$ cat src/rtl/slot_embed_if.sv
`timescale 1ns/1ps
`default_nettype none
// ============================================================================
//  Module      : slot_embed_if
//  Description : Bus bundle between the slot-embedding engine and its
//                controller / two-bank FFT buffer.
//  Revision    : 1.0 - initial release
// ============================================================================
interface slot_embed_if #(
    parameter int LOGN         = 13,
    parameter int FLP_WORDSIZE = 64
);
    logic                        start;
    logic [1:0]                  current_n;
    logic [LOGN-2:0]             fft_rd_addr;
    logic [2*FLP_WORDSIZE-1:0]   fft_bank0_rd_data;
    logic [2*FLP_WORDSIZE-1:0]   fft_bank1_rd_data;
    logic [LOGN-2:0]             fft_wr_addr;
    logic                        fft_bank0_wea;
    logic                        fft_bank1_wea;
    logic [2*FLP_WORDSIZE-1:0]   fft_wr_data;
    logic                        busy;
    logic                        done;

    // Engine side
    modport slave (
        input  start, current_n, fft_bank0_rd_data, fft_bank1_rd_data,
        output fft_rd_addr, fft_wr_addr, fft_bank0_wea, fft_bank1_wea,
               fft_wr_data, busy, done
    );

    // Controller / buffer side
    modport master (
        output start, current_n, fft_bank0_rd_data, fft_bank1_rd_data,
        input  fft_rd_addr, fft_wr_addr, fft_bank0_wea, fft_bank1_wea,
               fft_wr_data, busy, done
    );
endinterface
`default_nettype wire

$ cat src/rtl/slot_embed.sv
`timescale 1ns/1ps
`default_nettype none
// ============================================================================
//  Module      : slot_embed
//  Description : Scatters S = L/2 sequential slot values from the upper half
//                of the two-bank FFT buffer into their folded canonical-
//                embedding positions (3^s mod 2L) in the lower half,
//                conjugating values that land in the mirrored half.
//  Revision    : 1.0 - initial release
// ============================================================================
module slot_embed #(
    parameter int LOGN         = 13,
    parameter int FLP_WORDSIZE = 64,
    parameter int BRAM_RD_LAT  = 2
) (
    input  wire logic    clk,
    input  wire logic    rst,
    slot_embed_if.slave  bus
);

    localparam int c_AW = LOGN - 1;                  // buffer word address width
    localparam int c_PW = LOGN + 1;                  // power register width
    localparam int c_W  = FLP_WORDSIZE;
    localparam int c_DW = (BRAM_RD_LAT > 1) ? $clog2(BRAM_RD_LAT) : 1;
    localparam logic [c_DW-1:0] c_DRAIN_LAST = c_DW'(BRAM_RD_LAT - 1);
    localparam logic [c_PW-1:0] c_POW_ONE    = c_PW'(1);

    localparam logic [1:0] c_ST_IDLE  = 2'd0;
    localparam logic [1:0] c_ST_RUN   = 2'd1;
    localparam logic [1:0] c_ST_DRAIN = 2'd2;
    localparam logic [1:0] c_ST_DONE  = 2'd3;

    logic [1:0]         r_state;
    logic [1:0]         r_rshift;        // LOGN - log2(L) for the current run
    logic [c_AW-1:0]    r_slot;
    logic [c_PW-1:0]    r_pow;
    logic [c_DW-1:0]    r_drain;
    logic               r_busy;
    logic               r_done;

    // Position/bank/conjugate pipeline, aligned with the memory read latency
    logic [BRAM_RD_LAT-1:0] r_pv;
    logic [BRAM_RD_LAT-1:0] r_pconj;
    logic [BRAM_RD_LAT-1:0] r_psrc;
    logic [c_AW-1:0]        r_pfold [BRAM_RD_LAT];

    logic [1:0]         w_rshift_in;
    logic [c_PW-1:0]    w_pmask;
    logic [c_AW-1:0]    w_last;          // S-1, also the fold mask
    logic [LOGN-1:0]    w_half;          // L/2
    logic [LOGN-1:0]    w_j;
    logic [LOGN-1:0]    w_jrev;
    logic [LOGN-1:0]    w_idx;
    logic               w_conj;
    logic [c_AW-1:0]    w_fold;
    logic [c_PW-1:0]    w_pow3;
    logic               w_accept;
    logic               w_wv;
    logic [c_AW-1:0]    w_wfold;
    logic [2*c_W-1:0]   w_src_word;

    // Size select: how far the full-size quantities shift down for this L
    always_comb begin
        w_rshift_in = 2'd0;
        case (bus.current_n)
            2'd0:    w_rshift_in = 2'd2;
            2'd1:    w_rshift_in = 2'd1;
            default: w_rshift_in = 2'd0;
        endcase
    end

    assign w_pmask = {c_PW{1'b1}} >> r_rshift;
    assign w_last  = {c_AW{1'b1}} >> r_rshift;
    assign w_half  = {1'b1, {(LOGN-1){1'b0}}} >> r_rshift;

    // p is always odd, so (p-1)>>1 is just p>>1
    assign w_j = r_pow[LOGN:1];

    // Reverse over LOGN bits, then shift down to reverse over log2(L) bits
    always_comb begin
        w_jrev = '0;
        for (int i = 0; i < LOGN; i++) begin
            w_jrev[i] = w_j[LOGN-1-i];
        end
    end

    assign w_idx  = w_jrev >> r_rshift;
    assign w_conj = |(w_idx & w_half);
    // L-1-idx equals the complement of idx within the lower log2(L)-1 bits
    assign w_fold = w_conj ? (w_last & ~w_idx[c_AW-1:0]) : w_idx[c_AW-1:0];

    assign w_pow3   = (r_pow << 1) + r_pow;
    assign w_accept = bus.start && ((r_state == c_ST_IDLE) || (r_state == c_ST_DONE));

    // Control FSM: slot counter, power register, drain and status flags
    always_ff @(posedge clk) begin
        if (rst) begin
            r_state  <= c_ST_IDLE;
            r_rshift <= 2'd0;
            r_slot   <= '0;
            r_pow    <= c_POW_ONE;
            r_drain  <= '0;
            r_busy   <= 1'b0;
            r_done   <= 1'b0;
        end else begin
            case (r_state)
                c_ST_IDLE, c_ST_DONE: begin
                    if (w_accept) begin
                        r_state  <= c_ST_RUN;
                        r_rshift <= w_rshift_in;
                        r_slot   <= '0;
                        r_pow    <= c_POW_ONE;
                        r_busy   <= 1'b1;
                        r_done   <= 1'b0;
                    end
                end
                c_ST_RUN: begin
                    r_slot <= r_slot + 1'b1;
                    r_pow  <= w_pow3 & w_pmask;
                    if (r_slot == w_last) begin
                        r_state <= c_ST_DRAIN;
                        r_drain <= '0;
                    end
                end
                c_ST_DRAIN: begin
                    r_drain <= r_drain + 1'b1;
                    if (r_drain == c_DRAIN_LAST) begin
                        r_state <= c_ST_DONE;
                        r_busy  <= 1'b0;
                        r_done  <= 1'b1;
                    end
                end
                default: r_state <= c_ST_IDLE;
            endcase
        end
    end

    // Carry each slot's destination alongside its outstanding read; reset flushes it
    always_ff @(posedge clk) begin
        if (rst) begin
            r_pv    <= '0;
            r_pconj <= '0;
            r_psrc  <= '0;
            for (int k = 0; k < BRAM_RD_LAT; k++) begin
                r_pfold[k] <= '0;
            end
        end else begin
            r_pv[0]    <= (r_state == c_ST_RUN);
            r_pconj[0] <= w_conj;
            r_psrc[0]  <= r_slot[0];
            r_pfold[0] <= w_fold;
            for (int k = 1; k < BRAM_RD_LAT; k++) begin
                r_pv[k]    <= r_pv[k-1];
                r_pconj[k] <= r_pconj[k-1];
                r_psrc[k]  <= r_psrc[k-1];
                r_pfold[k] <= r_pfold[k-1];
            end
        end
    end

    assign w_wv       = r_pv[BRAM_RD_LAT-1];
    assign w_wfold    = r_pfold[BRAM_RD_LAT-1];
    assign w_src_word = r_psrc[BRAM_RD_LAT-1] ? bus.fft_bank1_rd_data : bus.fft_bank0_rd_data;

    // Sources live in the upper half, destinations in the lower half
    assign bus.fft_rd_addr   = (r_state == c_ST_RUN) ? {1'b1, r_slot[c_AW-1:1]} : '0;
    assign bus.fft_wr_addr   = w_wv ? {1'b0, w_wfold[c_AW-1:1]} : '0;
    assign bus.fft_bank0_wea = w_wv & ~w_wfold[0];
    assign bus.fft_bank1_wea = w_wv &  w_wfold[0];
    assign bus.fft_wr_data   = w_wv ? {w_src_word[2*c_W-1:c_W],
                                       w_src_word[c_W-1] ^ r_pconj[BRAM_RD_LAT-1],
                                       w_src_word[c_W-2:0]} : '0;
    assign bus.busy          = r_busy;
    assign bus.done          = r_done;

endmodule
`default_nettype wire

$ cat src/flat_wrapper.sv
// flat-port wrapper written by rule: the top's interface ports become plain ports
module slot_embed_flat 
#(
    parameter int LOGN         = 13,
    parameter int FLP_WORDSIZE = 64,
    parameter int BRAM_RD_LAT  = 2
)
  (clk, rst, bus_start, bus_current_n, bus_fft_bank0_rd_data, bus_fft_bank1_rd_data, bus_fft_rd_addr, bus_fft_wr_addr, bus_fft_bank0_wea, bus_fft_bank1_wea, bus_fft_wr_data, bus_busy, bus_done);
  slot_embed_if #(.LOGN(LOGN), .FLP_WORDSIZE(FLP_WORDSIZE)) bus_i ();
  input  wire logic clk;
  input  wire logic rst;
  input wire logic [$bits(bus_i.start)-1:0] bus_start;
  input wire logic [$bits(bus_i.current_n)-1:0] bus_current_n;
  input wire logic [$bits(bus_i.fft_bank0_rd_data)-1:0] bus_fft_bank0_rd_data;
  input wire logic [$bits(bus_i.fft_bank1_rd_data)-1:0] bus_fft_bank1_rd_data;
  output wire logic [$bits(bus_i.fft_rd_addr)-1:0] bus_fft_rd_addr;
  output wire logic [$bits(bus_i.fft_wr_addr)-1:0] bus_fft_wr_addr;
  output wire logic [$bits(bus_i.fft_bank0_wea)-1:0] bus_fft_bank0_wea;
  output wire logic [$bits(bus_i.fft_bank1_wea)-1:0] bus_fft_bank1_wea;
  output wire logic [$bits(bus_i.fft_wr_data)-1:0] bus_fft_wr_data;
  output wire logic [$bits(bus_i.busy)-1:0] bus_busy;
  output wire logic [$bits(bus_i.done)-1:0] bus_done;
  assign bus_i.start = bus_start;
  assign bus_i.current_n = bus_current_n;
  assign bus_i.fft_bank0_rd_data = bus_fft_bank0_rd_data;
  assign bus_i.fft_bank1_rd_data = bus_fft_bank1_rd_data;
  assign bus_fft_rd_addr = bus_i.fft_rd_addr;
  assign bus_fft_wr_addr = bus_i.fft_wr_addr;
  assign bus_fft_bank0_wea = bus_i.fft_bank0_wea;
  assign bus_fft_bank1_wea = bus_i.fft_bank1_wea;
  assign bus_fft_wr_data = bus_i.fft_wr_data;
  assign bus_busy = bus_i.busy;
  assign bus_done = bus_i.done;
  slot_embed #(.LOGN(LOGN), .FLP_WORDSIZE(FLP_WORDSIZE), .BRAM_RD_LAT(BRAM_RD_LAT)) u_core (.clk(clk), .rst(rst), .bus(bus_i));
endmodule
$ cat config.mk
export PLATFORM = sky130hd
export DESIGN_NAME = slot_embed_flat
export DESIGN_NICKNAME = d
export VERILOG_FILES = /design/src/rtl/slot_embed_if.sv /design/src/rtl/slot_embed.sv /design/src/flat_wrapper.sv
export SDC_FILE = /design/constraint.sdc
export NUM_CORES = 1
export LEC_CHECK = 0
export ABC_AREA = 1
export BUFFER_PORTS_ARGS = -buffer_cell sky130_fd_sc_hd__buf_2
export CAP_MARGIN = 20
export CORE_AREA = 4 4 158 160
export CTS_BUF_LIST = sky130_fd_sc_hd__clkbuf_8 sky130_fd_sc_hd__clkbuf_16
export DETAILED_ROUTE_END_ITERATION = 7
export DIE_AREA = 0 0 162 164
export PLACE_DENSITY_LB_ADDON = 0.25
export SYNTH_ARGS = -nofsm -noshare
export SYNTH_HDL_FRONTEND = slang
export SYNTH_SLANG_ARGS = --single-unit
$ cat constraint.sdc
create_clock -name clk -period 4.8 [get_ports clk]
set_input_delay 0.72 -clock clk [delete_from_list [all_inputs] [get_ports clk]]
set_output_delay 0.72 -clock clk [all_outputs]
set_load 0.02 [all_outputs]
### After elaboration in Yosys (flattened, before gate mapping)

Memory sizes are Yosys's and may differ from the RTL's.
Cells that the tools add are included.

* register bits after elaboration: 39
* bits in latches: 0
* bits in writable memories: 24
* bits in read-only memories: 0
* bits of input ports: 261
* output and inout port bits: 156
* word-level logic and storage cells: 77
* memories kept: 1

* $add $sub $neg: 3
* multiply operators: 0
* divide/modulo/power cells: 0
* order comparisons: 0
* equal/unequal tests: 8
* shift operators: 4
* muxes and demuxes: 27
* bitwise logic cells: 10
* reductions and logical operators: 14

Memories
* u_core.r_pfold: depth 2, width 12, read ports 2, clocked after memory_dff 0, write ports 2, RTL line slot_embed.sv:45 `logic [c_AW-1:0] r_pfold [BRAM_RD_LAT];`

Operators by type and width (count)
* $mux W128: 2
* $mux W12: 5
* $pmux W14 S2: 1
* $pmux W12 S2: 1
* $add A14 B14 Y14: 1
* $and A14 B14 Y14: 1
* $mux W14: 1
* $shr A14 B2 Y14 const A: 1
* $and A13 B13 Y13: 1
* $reduce_or A13 Y1: 1
* $shr A13 B2 Y13: 1
* $shr A13 B2 Y13 const A: 1
* $add A12 B1 Y12 const B: 1
* $and A12 B12 Y12: 1
* $eq A12 B12 Y1: 1
* $not A12 Y12: 1
* $shr A12 B2 Y12 const A: 1
* $mux W11: 1
* $mux W1: 8
* $mux W2: 3
* $ne A2 B1 Y1 const B: 3
* $pmux W1 S2: 3
* $pmux W2 S3: 1
* $reduce_and A2 Y1: 3
* 14 further kinds: 22

### Depth between registers and ports, before layout

Gate-level depths: netlist of run 1.

* depth after elaboration: 5
* depth in mapped cells: 13
* mapped depth without buffers: 12

### Worst setup path after synthesis of run 1

No wires, ideal clock.

* path type: reg-to-output
* from: register u_core.r_psrc[1]
* to: output bus_fft_wr_data[107]
* arrival: 1.394 ns
* data required time: 4.080 ns
* setup slack: 2.686 ns
* stages on the path, launching flop included: 7
* path buffers: 3
* cells stage by stage: dfxtp_1 -> buf_2 -> inv_2 -> buf_2 -> clkbuf_1 -> nor2_1 -> nor2_1

* cells in the longest elaborated chain, start to end: 2

RTL lines
* start: declaration: RTL line slot_embed.sv:44 `logic [BRAM_RD_LAT-1:0] r_psrc;`
* start signal: indexed assignment: RTL line slot_embed.sv:155 `r_psrc[k] <= r_psrc[k-1];`
* $mux W128: RTL line slot_embed.sv:163 `assign w_src_word = r_psrc[BRAM_RD_LAT-1] ? bus.fft_bank1_rd_data : bus.fft_bank0_rd_data;`
* $mux W128: RTL line slot_embed.sv:170 `assign bus.fft_wr_data = w_wv ? {w_src_word[2*c_W-1:c_W],`
* end: declaration: RTL line flat_wrapper.sv:20 `output wire logic [$bits(bus_i.fft_wr_data)-1:0] bus_fft_wr_data;`

Every way passes these cells.

### Worst setup path in the final report of run 1

* from: register u_core.r_psrc[1]
* to: output bus_fft_wr_data[47]

The elaborated chain is that of the path after synthesis.

==> results of run 1 <==
sequential cells by signal, summed over array words and instances, names as in the netlist:
register and count:
u_core.r_pv 2, u_core.r_state 2, u_core.r_psrc 2, u_core.bus.busy 1
u_core.r_pconj 2, u_core.r_rshift 2, u_core.r_pow 14, u_core.bus.done 1
u_core.r_pfold 24, u_core.r_slot 12, u_core.r_drain 1
synthesized netlist by cell type (all sizes together):
cell	instances	area [um2]
o21bai	1	7.510
dfxtp	63	1261
or2	3	18.77
xor2	2	17.52
clkinv	2	7.510
ha	16	200.2
nand3	29	145.1
fa	1	20.02
o31ai	1	7.510
clkbuf	46	173.9
buf	12	66.32
inv	109	411.7
conb	1	3.750
nand4	7	43.79
a211oi	3	22.52
nor2	308	1179
o21a	1	7.510
o22ai	1	6.260
nor3b	1	12.51
mux2i	4	40.04
a22oi	1	7.510
o21ai	165	837.1
nor3	5	36.29
xnor2	2	17.52
nand2	144	558.0
nand3b	1	7.510
a21oi	43	215.2
a32o	1	10.01
o211ai	1	7.510
routing by layer:
metal | share of wire (%) | wire length, um | vias up | GRT usage (%)
met2 | 35 | 13250 | 415 | 31.68
met1 | 44 | 16740 | 3476 | 36.62
met5 | 0.15 | 57 | - | 0
li1 | - | - | 3822 | -
met3 | 19 | 7127 | 39 | 21.23
met4 | 1.3 | 478 | 10 | 3.729
power breakdown:
part | internal (W) | total, W | switching (W)
Clock | 0.000455 | 0.000703 | 0.000248
Sequential | 0.000609 | 0.000697 | 0.0000877
Combinational | 0.000337 | 0.00115 | 0.000812
Total | 0.00140 | 0.00255 | 0.00115
placed cells by master, fill, tap and decap left out, types with 2 or more instances in the layout:
cell / netlist / routed
ha_1: 16 / 16
xnor2_1: 2 / 2
nand2_2: 4 / 4
dfxtp_4: 0 / 2
nor2_1: 305 / 305
or2_2: 3 / 3
clkbuf_16: 0 / 9
inv_4: 1 / 2
buf_2: 8 / 415
inv_1: 105 / 105
clkinv_4: 0 / 2
buf_16: 0 / 3
inv_2: 3 / 2
nand2_1: 139 / 139
o21ai_0: 164 / 164
nand4_1: 7 / 7
a211oi_1: 3 / 3
nand3_1: 29 / 29
nor2_4: 3 / 3
clkinvlp_4: 0 / 2
buf_4: 1 / 3
xor2_1: 2 / 2
diode_2: 0 / 3
dfxtp_1: 63 / 61
mux2i_1: 4 / 4
a21oi_1: 43 / 43
clkinv_1: 2 / 2
nor3_1: 4 / 4
bufinv_16: 0 / 2
cells by family (layout without fill, tap and decap cells):
logic type	after synthesis	after routing	synth area share (%)
and+or+nand+nor	498	498	37.40
muxes	4	4	0.7486
DFF	63	63	23.58
other	1	4	0.07011
AOI/OAI and AO/OA	218	218	21.10
adders and majority gates	17	17	4.117
xor gates and xnor gates	4	4	0.6551
buffers and inverters	169	548	12.33
final cells by class:
type | count | share of cell area (%)
multi-input cells | 742 | 42.69
well taps | 319 | 4.970
repair buffers | 421 | 27.17
diodes | 3 | 0.09349
inverters | 111 | 5.251
flip-flops and latches | 63 | 15.80
clock inverters | 7 | 1.215
clock buffers | 9 | 2.805
worst max-delay path by stage:
stage | start | endpoint | slack [ns] | cells past startpoint
finish | u_core.r_psrc[1]$_SDFF_PP0_ | bus_fft_wr_data[47] | 1.57 | 5
floorplan | u_core.r_psrc[1]$_SDFF_PP0_ | bus_fft_wr_data[107] | 2.69 | 6
detailed placement | u_core.r_psrc[1]$_SDFF_PP0_ | bus_fft_wr_data[47] | 1.73 | 4
CTS | u_core.r_psrc[1]$_SDFF_PP0_ | bus_fft_wr_data[47] | 1.37 | 4
global route | u_core.r_psrc[1]$_SDFF_PP0_ | bus_fft_wr_data[47] | 1.51 | 5
global placement | u_core.r_psrc[1]$_SDFF_PP0_ | bus_fft_wr_data[87] | 1.74 | 4
per-stage QoR:
step	utilization [%]	setup slack, ns
2_1_floorplan	-	2.686
6_report	34.31	1.566
4_1_cts	33.93	1.371
5_1_grt	34.29	1.510
3_5_place_dp	32.55	1.730
3_3_place_gp	32.55	1.735
critical path, delay by kind of cell, from the launching register on:
kind | cells | cell delay (ns)
buffers and inverters | 3 | 1.01
AO/OA/AOI/OAI | 1 | 0.16
AND/OR/NAND/NOR | 1 | 0.62
flip-flops | 1 | 0.35
==> out/metrics.csv, run 1 <==
stage;metric;value;unit
critical_path;worst flop-to-flop path startpoint;u_core.r_state[0]$_SDFFE_PP0P_;
sta;Final Max Slew Viols;0;
synthesis;sequential area share after synthesis;23.58;%
floorplanning;core area;23400;um2
finish;share of cells above drive strength 1;33.78;%
clocking;root buffer cell;clkbuf_16;
clocking;CTS tree;built;
finish;fin area;8030;um2
clocking;PostCTS Resize Cnt;0;
drt;DRT Wirelength;37.66;mm
clocking;Num Clock Sinks;63;
synthesis;Mapped Nets;1252;
floorplanning;Die ar.;26570;um2
sta;setup_tns;0;ns
sta;Slew @ Worst Pin;0.8113;ns
sta;hold slack;0.3943;ns
run_status;status;finished clean;
pwr;P per Cell Area;317.3;nW/um2
hold_path;Hold Crit Endpoint;u_core.r_psrc[1]$_SDFF_PP0_;
sta;Layout Skew;0.008815;ns
global_routing;global route overflow;0;
clocking;setup bufs post-CTS;0;
floorplanning;row count;56;
floorplanning;chip width;162;um
pwr;Pwr Total;0.002548;W
global_routing;GRT Util Overall;26.46;%
synthesis;post-synthesis cell type count;40;
floorplanning;Die H;164;um
critical_path;worst-path cell chain;buf_4 > buf_16 > o21ai_0 > nor2_1 > buf_2;
drt;vias;7762;
place;GPL Wtd Cong;0.9464;
sta;fin crit share;67.38;%
drt;Routed Antenna Nets;0;
finish;Register Area;1269;um2
critical_path;CP endpoint kind;output port;
critical_path;Worst path max stage delay;0.62;ns
clocking;number of CTS-inserted buffers;9;
sta;Rel. slew slack;45.92;%
sta;fmax;309.2;MHz
critical_path;crit path DAT;2.51;ns
critical_path;Setup CP Type;register to output port;
place;HPWL Detailed;31.53;mm
critical_path;Critical Path Start Type;register;
critical_path;CP required;4.08;ns
critical_path;reg2reg end;u_core.r_pow[0]$_SDFFE_PP1P_;
place;Port Buffer Count;415;
global_routing;first-pass GRT wire length;50.39;mm
finish;fillers;2736;
floorplanning;Initial Util;22.86;%
drt;Initial DRC Count;932;
finish;non-filler instance count after layout;1675;
place;placed cell count;1653;
synthesis;Syn Area/Cell;5.492;um2
global_routing;largest net degree at the start of global routing;129;
clocking;CTS max path bufs;2;
sta;final setup violation count;0;
clocking;# H-tree levels;3;
sta;Hold Violations, Final;0;
drt;TritonRoute pass-1 iters;5;
clocking;# hold bufs at CTS;0;
synthesis;synth warn;0;
pwr;LEAKAGE;4.713;nW
global_routing;vias in the first global route;7145;
hold_path;Hold Crit Class;register to register;
hold_path;Worst Hold Path Cells;2;
clocking;clk_lat worst skew;0.33;ns
floorplanning;IO Pins;417;
synthesis;Netlist Area Pre-Place;5349;um2
drt;post-DR vias/cell;4.634;
synthesis;Gate Count Post-Synth;974;
finish;Multi-input gate area;3428;um2
synthesis;Synth Register Bits;63;
critical_path;slowest CP cell;nor2_1;
finish;area grow syn2layout;50.13;%
place;DP Area;7617;um2
global_routing;initial antenna violation count;21;
run;max-cap violation count;0;
finish;Nets;1626;
pwr;VDD IR max;0.0001818;V
hold_path;HP Start;u_core.r_psrc[0]$_SDFF_PP0_;
critical_path;crit-path max FO;84;
clocking;clock slew at reported path FFs;0.05;ns
critical_path;R2R depth;5;
drt;WL/cell;22.48;um
critical_path;flop-to-flop setup slack;2.45;ns
drt;DRC viols;0;
sta;post-route minimum period;3.234;ns
sta;unrepaired setup endpoints after global routing;no;
Power figures use the tool's default switching activity.
==> run 2: changes to the inputs <==
--- a/config.mk
+++ b/config.mk
@@ -5,13 +5,13 @@
 export SDC_FILE = /design/constraint.sdc
 export NUM_CORES = 1
 export LEC_CHECK = 0
-export ABC_AREA = 1
+export ABC_AREA = 0
 export BUFFER_PORTS_ARGS = -buffer_cell sky130_fd_sc_hd__buf_2
 export CAP_MARGIN = 20
-export CORE_AREA = 4 4 158 160
+export CORE_AREA = 4 4 159 161
 export CTS_BUF_LIST = sky130_fd_sc_hd__clkbuf_8 sky130_fd_sc_hd__clkbuf_16
 export DETAILED_ROUTE_END_ITERATION = 7
-export DIE_AREA = 0 0 162 164
+export DIE_AREA = 0 0 163 165
 export PLACE_DENSITY_LB_ADDON = 0.25
 export SYNTH_ARGS = -nofsm -noshare
 export SYNTH_HDL_FRONTEND = slang
==> constraint.sdc (replaced) <==
create_clock -name clk -period 2.7 [get_ports clk]
set_input_delay 0.405 -clock clk [delete_from_list [all_inputs] [get_ports clk]]
set_output_delay 0.405 -clock clk [all_outputs]
set_load 0.02 [all_outputs]
==> run 2 against run 1 <==
  * Count of clock-buffer cells in the layout is 2 higher
  * Clock power is 51% higher
  * Cell count is 18% lower
  * Die area is 1.2% higher
  * Total power is 58% higher
  * Synthesized cell count is 35% lower
  * Largest power group unchanged
  * Worst hold slack better by 0.012 ns
==> out/metrics.csv, run 2 <==
stage;metric;value;unit
finish;max reg flops;24;
critical_path;worst flop-to-flop path startpoint;u_core.r_pow[1]$_SDFFE_PP0P_;
global_routing;GRT Util Overall;16.66;%
sta;post-route minimum period;2.412;ns
critical_path;Setup CP Type;register to register;
clocking;Num Clock Sinks;63;
critical_path;slowest CP cell;dfxtp_1;
clocking;# hold bufs at CTS;0;
synthesis;ys async rst share;0;%
sta;fin crit share;89.33;%
place;Port Buffer Count;415;
pwr;VDD IR max;0.0004017;V
synthesis;Mapped Nets;907;
drt;Initial DRC Count;298;
synthesis;top_reg_cell synth;dfxtp_1;
sta;Final Max Slew Viols;0;
synthesis;most common cell in the netlist;nor2b_1;
clocking;CTS max path bufs;2;
synthesis;Synth Register Bits;63;
drt;DRC viols;0;
synthesis;post-synthesis cell type count;54;
floorplanning;chip width;163;um
run_status;status;finished clean;
floorplanning;core area;23960;um2
global_routing;vias in the first global route;5498;
place;GPL Wtd Cong;0.8960;
critical_path;worst-path cell chain;ha_1 > inv_1 > fa_1 > nand2b_2 > a21oi_1 > a211oi_2 > o21ai_2 > a211oi_4 > xor2_1 > a221o_1;
finish;most frequent cells in the layout;buf_2, nor2b_1, mux2i_1, dfxtp_1, nor2_1;
finish;final core utilization;34.49;%
finish;fin area;8264;um2
synthesis;sequential area share after synthesis;23.25;%
drt;vias;5849;
pwr;P_int;0.002486;W
sta;unrepaired setup endpoints after global routing;no;
clocking;# H-tree levels;3;
global_routing;first-pass GRT wire length;34.11;mm
drt;post-DR vias/cell;4.269;
clocking;CTS tree;built;
pwr;LEAKAGE;3.929;nW
drt;TritonRoute pass-1 iters;4;
floorplanning;Initial Util;22.63;%
sta;Layout Skew;0.004764;ns
hold_path;Hold Crit Class;input pin to register;
synthesis;largest area contributor in the netlist;mux2i_1;
floorplanning;Die H;165;um
finish;area grow syn2layout;52.36;%
sta;Hold Violations, Final;0;
clocking;root buffer cell;clkbuf_16;
drt;WL/cell;18.15;um
synthesis;Gate Count Post-Synth;629;
finish;Most flops, register;u_core.r_pfold;
critical_path;R2R depth;10;
finish;non-filler instance count after layout;1370;
synthesis;Netlist Area Pre-Place;5424;um2
global_routing;largest net degree at the start of global routing;71;
synthesis;top cells by count, synth;nor2b_1, mux2i_1, dfxtp_1;
place;HPWL Detailed;21.06;mm
sta;hold slack;0.4067;ns
synthesis;Synth top area share;24.36;%
drt;Routed Antenna Nets;0;
critical_path;crit path DAT;2.62;ns
critical_path;flop-to-flop setup slack;0.29;ns
finish;commonest non-fill, non-tap cell in the layout;buf_2;
global_routing;global route overflow;0;
floorplanning;IO Pins;417;
clocking;clock slew at reported path FFs;0.05;ns
sta;fmax;414.6;MHz
synthesis;Syn Area/Cell;8.623;um2
critical_path;Worst path max stage delay;0.40;ns
pwr;Sw Ratio;38.16;%
critical_path;CP required;2.91;ns
pwr;clock share of power;26.3;%
sta;final setup violation count;0;
run;max-cap violation count;0;
finish;Nets;1315;
finish;leading registers by flop count;u_core.r_pfold: 24 flops, u_core.r_pow: 14 flops, u_core.r_slot: 12 flops;
critical_path;Setup crit end;u_core.r_pow[13]$_SDFFE_PP0P_;
pwr;sw power;0.001534;W
synthesis;Post-synth EDFFs;0;
critical_path;reg2reg end;u_core.r_pow[13]$_SDFFE_PP0P_;
synthesis;synth warn;0;
floorplanning;row count;57;
sta;setup_tns;0;ns
sta;Rel. slew slack;55.50;%
pwr;P per Cell Area;486.4;nW/um2
pwr;combinational group share of total power;45.0;%
floorplanning;Die ar.;26900;um2
global_routing;initial antenna violation count;7;
finish;share of cells above drive strength 1;44.91;%
pwr;part of the power in registers;28.7;%
critical_path;CP startpoint;u_core.r_pow[1]$_SDFFE_PP0P_;
drt;DRT Wirelength;24.86;mm
critical_path;crit-path max FO;5;
clocking;clk_lat worst skew;0.32;ns
critical_path;CP endpoint kind;register;
clocking;number of CTS-inserted buffers;9;
synthesis;synth top area cells;mux2i_1, dfxtp_1, nor2b_1, ha_1, nor2_1;
critical_path;Critical Path Start Type;register;
place;placed cell count;1350;
sta;Slew @ Worst Pin;0.6675;ns
place;DP Area;7970;um2
[run 2: cell types whose count changed after synthesis, moves of 20 or more]
cell	previous run	this run
a21oi_1	43	21
and2_1	0	26
clkbuf_1	45	25
inv_1	105	5
mux2i_1	4	132
nand2_1	139	19
nand3_1	29	5
nor2_1	305	46
nor2b_1	0	151
o21ai_0	164	8
[run 2: worst min path at each step]
stage | from | endpoint | slack (ns) | cells after the start
floorplan | u_core.r_pconj[0]$_SDFF_PP0_ | u_core.r_pconj[1]$_SDFF_PP0_ | 0.41 | 1
global placement | u_core.r_pv[0]$_SDFF_PP0_ | u_core.r_pv[1]$_SDFF_PP0_ | 0.42 | 1
detailed placement | u_core.r_pfold[0][8]$_SDFF_PP0_ | u_core.r_pfold[0][20]$_SDFF_PP0_ | 0.42 | 1
CTS | bus_current_n[1] | u_core.r_rshift[1]$_SDFFE_PP0P_ | 0.40 | 4
global route | bus_current_n[0] | u_core.r_rshift[1]$_SDFFE_PP0P_ | 0.41 | 4
finish | bus_current_n[1] | u_core.r_rshift[1]$_SDFFE_PP0P_ | 0.41 | 4
[run 2: layout make-up]
| cell class | count | area, um2 |
|---|---|---|
| clock inverter | 5 | 25.02 |
| timing repair buffer | 440 | 2327 |
| inverter | 5 | 18.77 |
| multi-input combinational | 518 | 3956 |
| sequential | 63 | 1269 |
| clock buffer | 11 | 252.7 |
| antenna | 4 | 10.01 |
| fill | 2603 | 15700 |
| tap | 324 | 405.4 |
[run 2: worst max-delay path: cells and delay by family, from the launching register on]
family | cells | cell delay (ns)
AOI/OAI and AO/OA | 5 | 0.89
buffers and inverters | 1 | 0.06
and+or+nand+nor | 1 | 0.21
xor gates and xnor gates | 1 | 0.16
adders and majority gates | 2 | 0.57
DFF | 1 | 0.40
[run 2: kinds of logic after synthesis]
family,share of synthesized area [%]
multiplexers,27.61
adder cells (fa/ha/maj),4.060
XOR/XNOR,5.490
flip-flops,23.25
buffers and inverters,3.921
AO/OA/AOI/OAI,7.336
AND/OR/NAND/NOR,28.26
other,0.06914
[run 2: through the flow]
step / worst slack, ns / total power, W
6_report: 0.2882 / 0.004020
5_1_grt: 0.1142 / 0.004289
4_1_cts: 0.2971 / 0.004077
3_5_place_dp: 0.3161 / 0.003002
3_3_place_gp: 0.3378 / 0.002994
2_1_floorplan: 0.4625 / 0.002286
[run 2: power by group through the flow]
| stage | registers, W | clock network, W | logic, W |
|---|---|---|---|
| after detailed placement | 0.00117 | 0 | 0.00183 |
| after floorplan | 0.00112 | 0 | 0.00117 |
| after global placement | 0.00117 | 0 | 0.00182 |
| final | 0.00115 | 0.00106 | 0.00181 |
| after global routing | 0.00117 | 0.00113 | 0.00198 |
| after CTS | 0.00115 | 0.00108 | 0.00184 |
[run 2: per-layer routing]
metal | vias up | share of wire (%) | global-route usage, %
met4 | 8 | 1.7 | 4.079
met3 | 31 | 7.2 | 4.342
li1 | 2974 | - | -
met5 | - | 0.19 | 0
met2 | 181 | 48 | 27.83
met1 | 2655 | 43 | 21.51
[run 2: repair_timing]
action	CTS	global route
endpoints found under the hold margin	0	0
buffers inserted	0	0
endpoints found under the setup margin	0	1
resized for setup	0	1
==> run 3: changes to the inputs <==
--- a/config.mk
+++ b/config.mk
@@ -12,6 +12,7 @@
 export CTS_BUF_LIST = sky130_fd_sc_hd__clkbuf_8 sky130_fd_sc_hd__clkbuf_16
 export DETAILED_ROUTE_END_ITERATION = 7
 export DIE_AREA = 0 0 163 165
+export MAX_ROUTING_LAYER = met4
 export PLACE_DENSITY_LB_ADDON = 0.25
 export SYNTH_ARGS = -nofsm -noshare
 export SYNTH_HDL_FRONTEND = slang
==> run 3 against run 2 <==
  * Total power barely moved
  * Register-to-register slack barely moved
  * Sequential power barely moved
  * Clock power barely moved
  * Maximum frequency barely moved
  * Global-route usage rose by 0.49 points
  * Clock skew barely moved
  * Critical path depth did not move
  * Sequential share of layout area barely moved
  * Flip-flop and latch count did not move
  * First-iteration DRC count rose by 3.4%
  * Critical path type unchanged
  * Largest cell class unchanged
==> out/metrics.csv, run 3 (synthesis results as in run 2) <==
stage;metric;value;unit
critical_path;number of cells on the critical path;10;
critical_path;Buf/Inv on CP;1;
floorplanning;Die ar.;26900;um2
global_routing;vias in the first global route;5494;
pwr;part of the power in registers;28.7;%
clocking;# hold bufs at CTS;0;
pwr;Pwr Total;0.004021;W
sta;setup_tns;0;ns
sta;Slew @ Worst Pin;0.6696;ns
pwr;P per Cell Area;486.1;nW/um2
drt;Initial DRC Count;308;
critical_path;Worst path max stage delay;0.40;ns
sta;Final Max Slew Viols;0;
floorplanning;chip width;163;um
critical_path;crit path DAT;2.62;ns
finish;most frequent cells in the layout;buf_2, nor2b_1, mux2i_1, dfxtp_1, nor2_1;
place;placed cell count;1350;
clocking;clk_lat worst skew;0.32;ns
pwr;clock share of power;26.3;%
sta;Rel. slew slack;55.36;%
clocking;# H-tree levels;3;
critical_path;worst flop-to-flop path startpoint;u_core.r_pow[1]$_SDFFE_PP0P_;
finish;fillers;2605;
sta;Hold Violations, Final;0;
finish;Most flops, register;u_core.r_pfold;
drt;Routed Antenna Nets;0;
finish;max reg flops;24;
sta;fmax;414.3;MHz
drt;post-DR vias/cell;4.245;
pwr;Sw Ratio;38.18;%
sta;Layout Skew;0.004750;ns
floorplanning;core area;23960;um2
place;Port Buffer Count;415;
sta;final setup violation count;0;
pwr;P_int;0.002486;W
finish;share of cells above drive strength 1;44.91;%
critical_path;R2R depth;10;
clocking;Num Clock Sinks;63;
pwr;sw power;0.001535;W
drt;TritonRoute pass-1 iters;6;
drt;DRC viols;0;
drt;WL/cell;18.14;um
finish;final core utilization;34.52;%
critical_path;worst-path cell chain;ha_1 > inv_1 > fa_1 > nand2b_2 > a21oi_1 > a211oi_2 > o21ai_2 > a211oi_4 > xor2_1 > a221o_1;
critical_path;flop-to-flop setup slack;0.29;ns
global_routing;largest net degree at the start of global routing;71;
clocking;CTS tree;built;
global_routing;first-pass GRT wire length;34.16;mm
floorplanning;Initial Util;22.63;%
drt;DRT Wirelength;24.90;mm
clocking;clock slew at reported path FFs;0.05;ns
hold_path;Worst Hold Path Cells;4;
critical_path;reg2reg end;u_core.r_pow[13]$_SDFFE_PP0P_;
floorplanning;IO Pins;417;
critical_path;cell family contributing the most delay on the critical path;compound AO/OA/AOI/OAI gates;
hold_path;HP Start;bus_current_n[1];
run_status;status;finished clean;
critical_path;CP endpoint kind;register;
critical_path;slowest CP cell;dfxtp_1;
critical_path;Critical Path Start Type;register;
global_routing;GRT Util Overall;17.15;%
global_routing;global route overflow;0;
critical_path;Setup CP Type;register to register;
critical_path;crit-path max FO;5;
drt;vias;5828;
finish;Nets;1315;
run;max-cap violation count;0;
clocking;CTS max path bufs;2;
hold_path;Hold Crit Class;input pin to register;
clocking;number of CTS-inserted buffers;9;
pwr;LEAKAGE;3.929;nW
clocking;root buffer cell;clkbuf_16;
finish;area grow syn2layout;52.50;%
floorplanning;row count;57;
global_routing;initial antenna violation count;7;
clocking;setup bufs post-CTS;0;
pwr;combinational group share of total power;45.0;%
place;GPL Wtd Cong;0.9112;
sta;fin crit share;89.40;%
finish;non-filler instance count after layout;1373;
sta;post-route minimum period;2.414;ns
finish;commonest non-fill, non-tap cell in the layout;buf_2;
hold_path;Hold Crit Endpoint;u_core.r_rshift[1]$_SDFFE_PP0P_;
sta;unrepaired setup endpoints after global routing;no;
critical_path;CP required;2.91;ns
sta;hold slack;0.4070;ns
place;HPWL Detailed;21.06;mm
pwr;VDD IR max;0.0004016;V
finish;leading registers by flop count;u_core.r_pfold: 24 flops, u_core.r_pow: 14 flops, u_core.r_slot: 12 flops;
floorplanning;Die H;165;um
clocking;PostCTS Resize Cnt;0;
## run 3: changes by cell type in the layout (fill, tap and decap cells not counted), sizes merged
cell,change
diode,+3
## run 3: worst register-to-register path, stage by stage (launching register included)
cell	delay (ns)
dfxtp_1	0.40
ha_1	0.20
inv_1	0.06
fa_1	0.38
nand2b_2	0.21
a21oi_1	0.16
a211oi_2	0.07
o21ai_2	0.26
a211oi_4	0.11
xor2_1	0.16
a221o_1	0.29
## run 3: worst max-delay path by stage
stage,start,to
floorplan,u_core.r_pow[1]$_SDFFE_PP0P_,u_core.r_pow[13]$_SDFFE_PP0P_
global placement,u_core.r_pow[1]$_SDFFE_PP0P_,u_core.r_pow[13]$_SDFFE_PP0P_
detailed placement,u_core.r_pow[1]$_SDFFE_PP0P_,u_core.r_pow[13]$_SDFFE_PP0P_
CTS,u_core.r_pow[1]$_SDFFE_PP0P_,u_core.r_pow[13]$_SDFFE_PP0P_
global route,u_core.r_pow[1]$_SDFFE_PP0P_,u_core.r_pow[10]$_SDFFE_PP0P_
finish,u_core.r_pow[1]$_SDFFE_PP0P_,u_core.r_pow[13]$_SDFFE_PP0P_
## run 3: per-stage QoR
step           cell area, um2  setup slack (ns)
2_1_floorplan            5424            0.4625
3_3_place_gp             7970            0.3378
3_5_place_dp             7970            0.3161
4_1_cts                  8248            0.2971
5_1_grt                  8269            0.1142
6_report                 8272            0.2863
## run 3: area by class of cell
| type | instances | area [um2] | share of cell area, % |
|---|---|---|---|
| diodes | 7 | 17.52 | 0.2118 |
| clock buffers | 11 | 252.7 | 3.056 |
| clock inverters | 5 | 25.02 | 0.3025 |
| inverters | 5 | 18.77 | 0.2269 |
| multi-input cells | 518 | 3956 | 47.83 |
| flip-flops and latches | 63 | 1269 | 15.34 |
| well taps | 324 | 405.4 | 4.901 |
| repair buffers | 440 | 2327 | 28.13 |
## run 3: routing by layer
layer,vias to the layer above,GRT usage [%],share of wire [%]
li1,2972,-,-
met1,2649,21.64,44
met2,184,27.77,48
met3,23,4.292,6.2
met4,0,4.041,1.7
met5,-,-,0
## run 3: power by group through the flow
| stage | registers [W] | clock network, W | logic [W] |
|---|---|---|---|
| 2_1_floorplan | 0.00112 | 0 | 0.00117 |
| 3_3_place_gp | 0.00117 | 0 | 0.00182 |
| 3_5_place_dp | 0.00117 | 0 | 0.00183 |
| 4_1_cts | 0.00115 | 0.00108 | 0.00184 |
| 5_1_grt | 0.00117 | 0.00113 | 0.00198 |
| 6_report | 0.00115 | 0.00106 | 0.00181 |
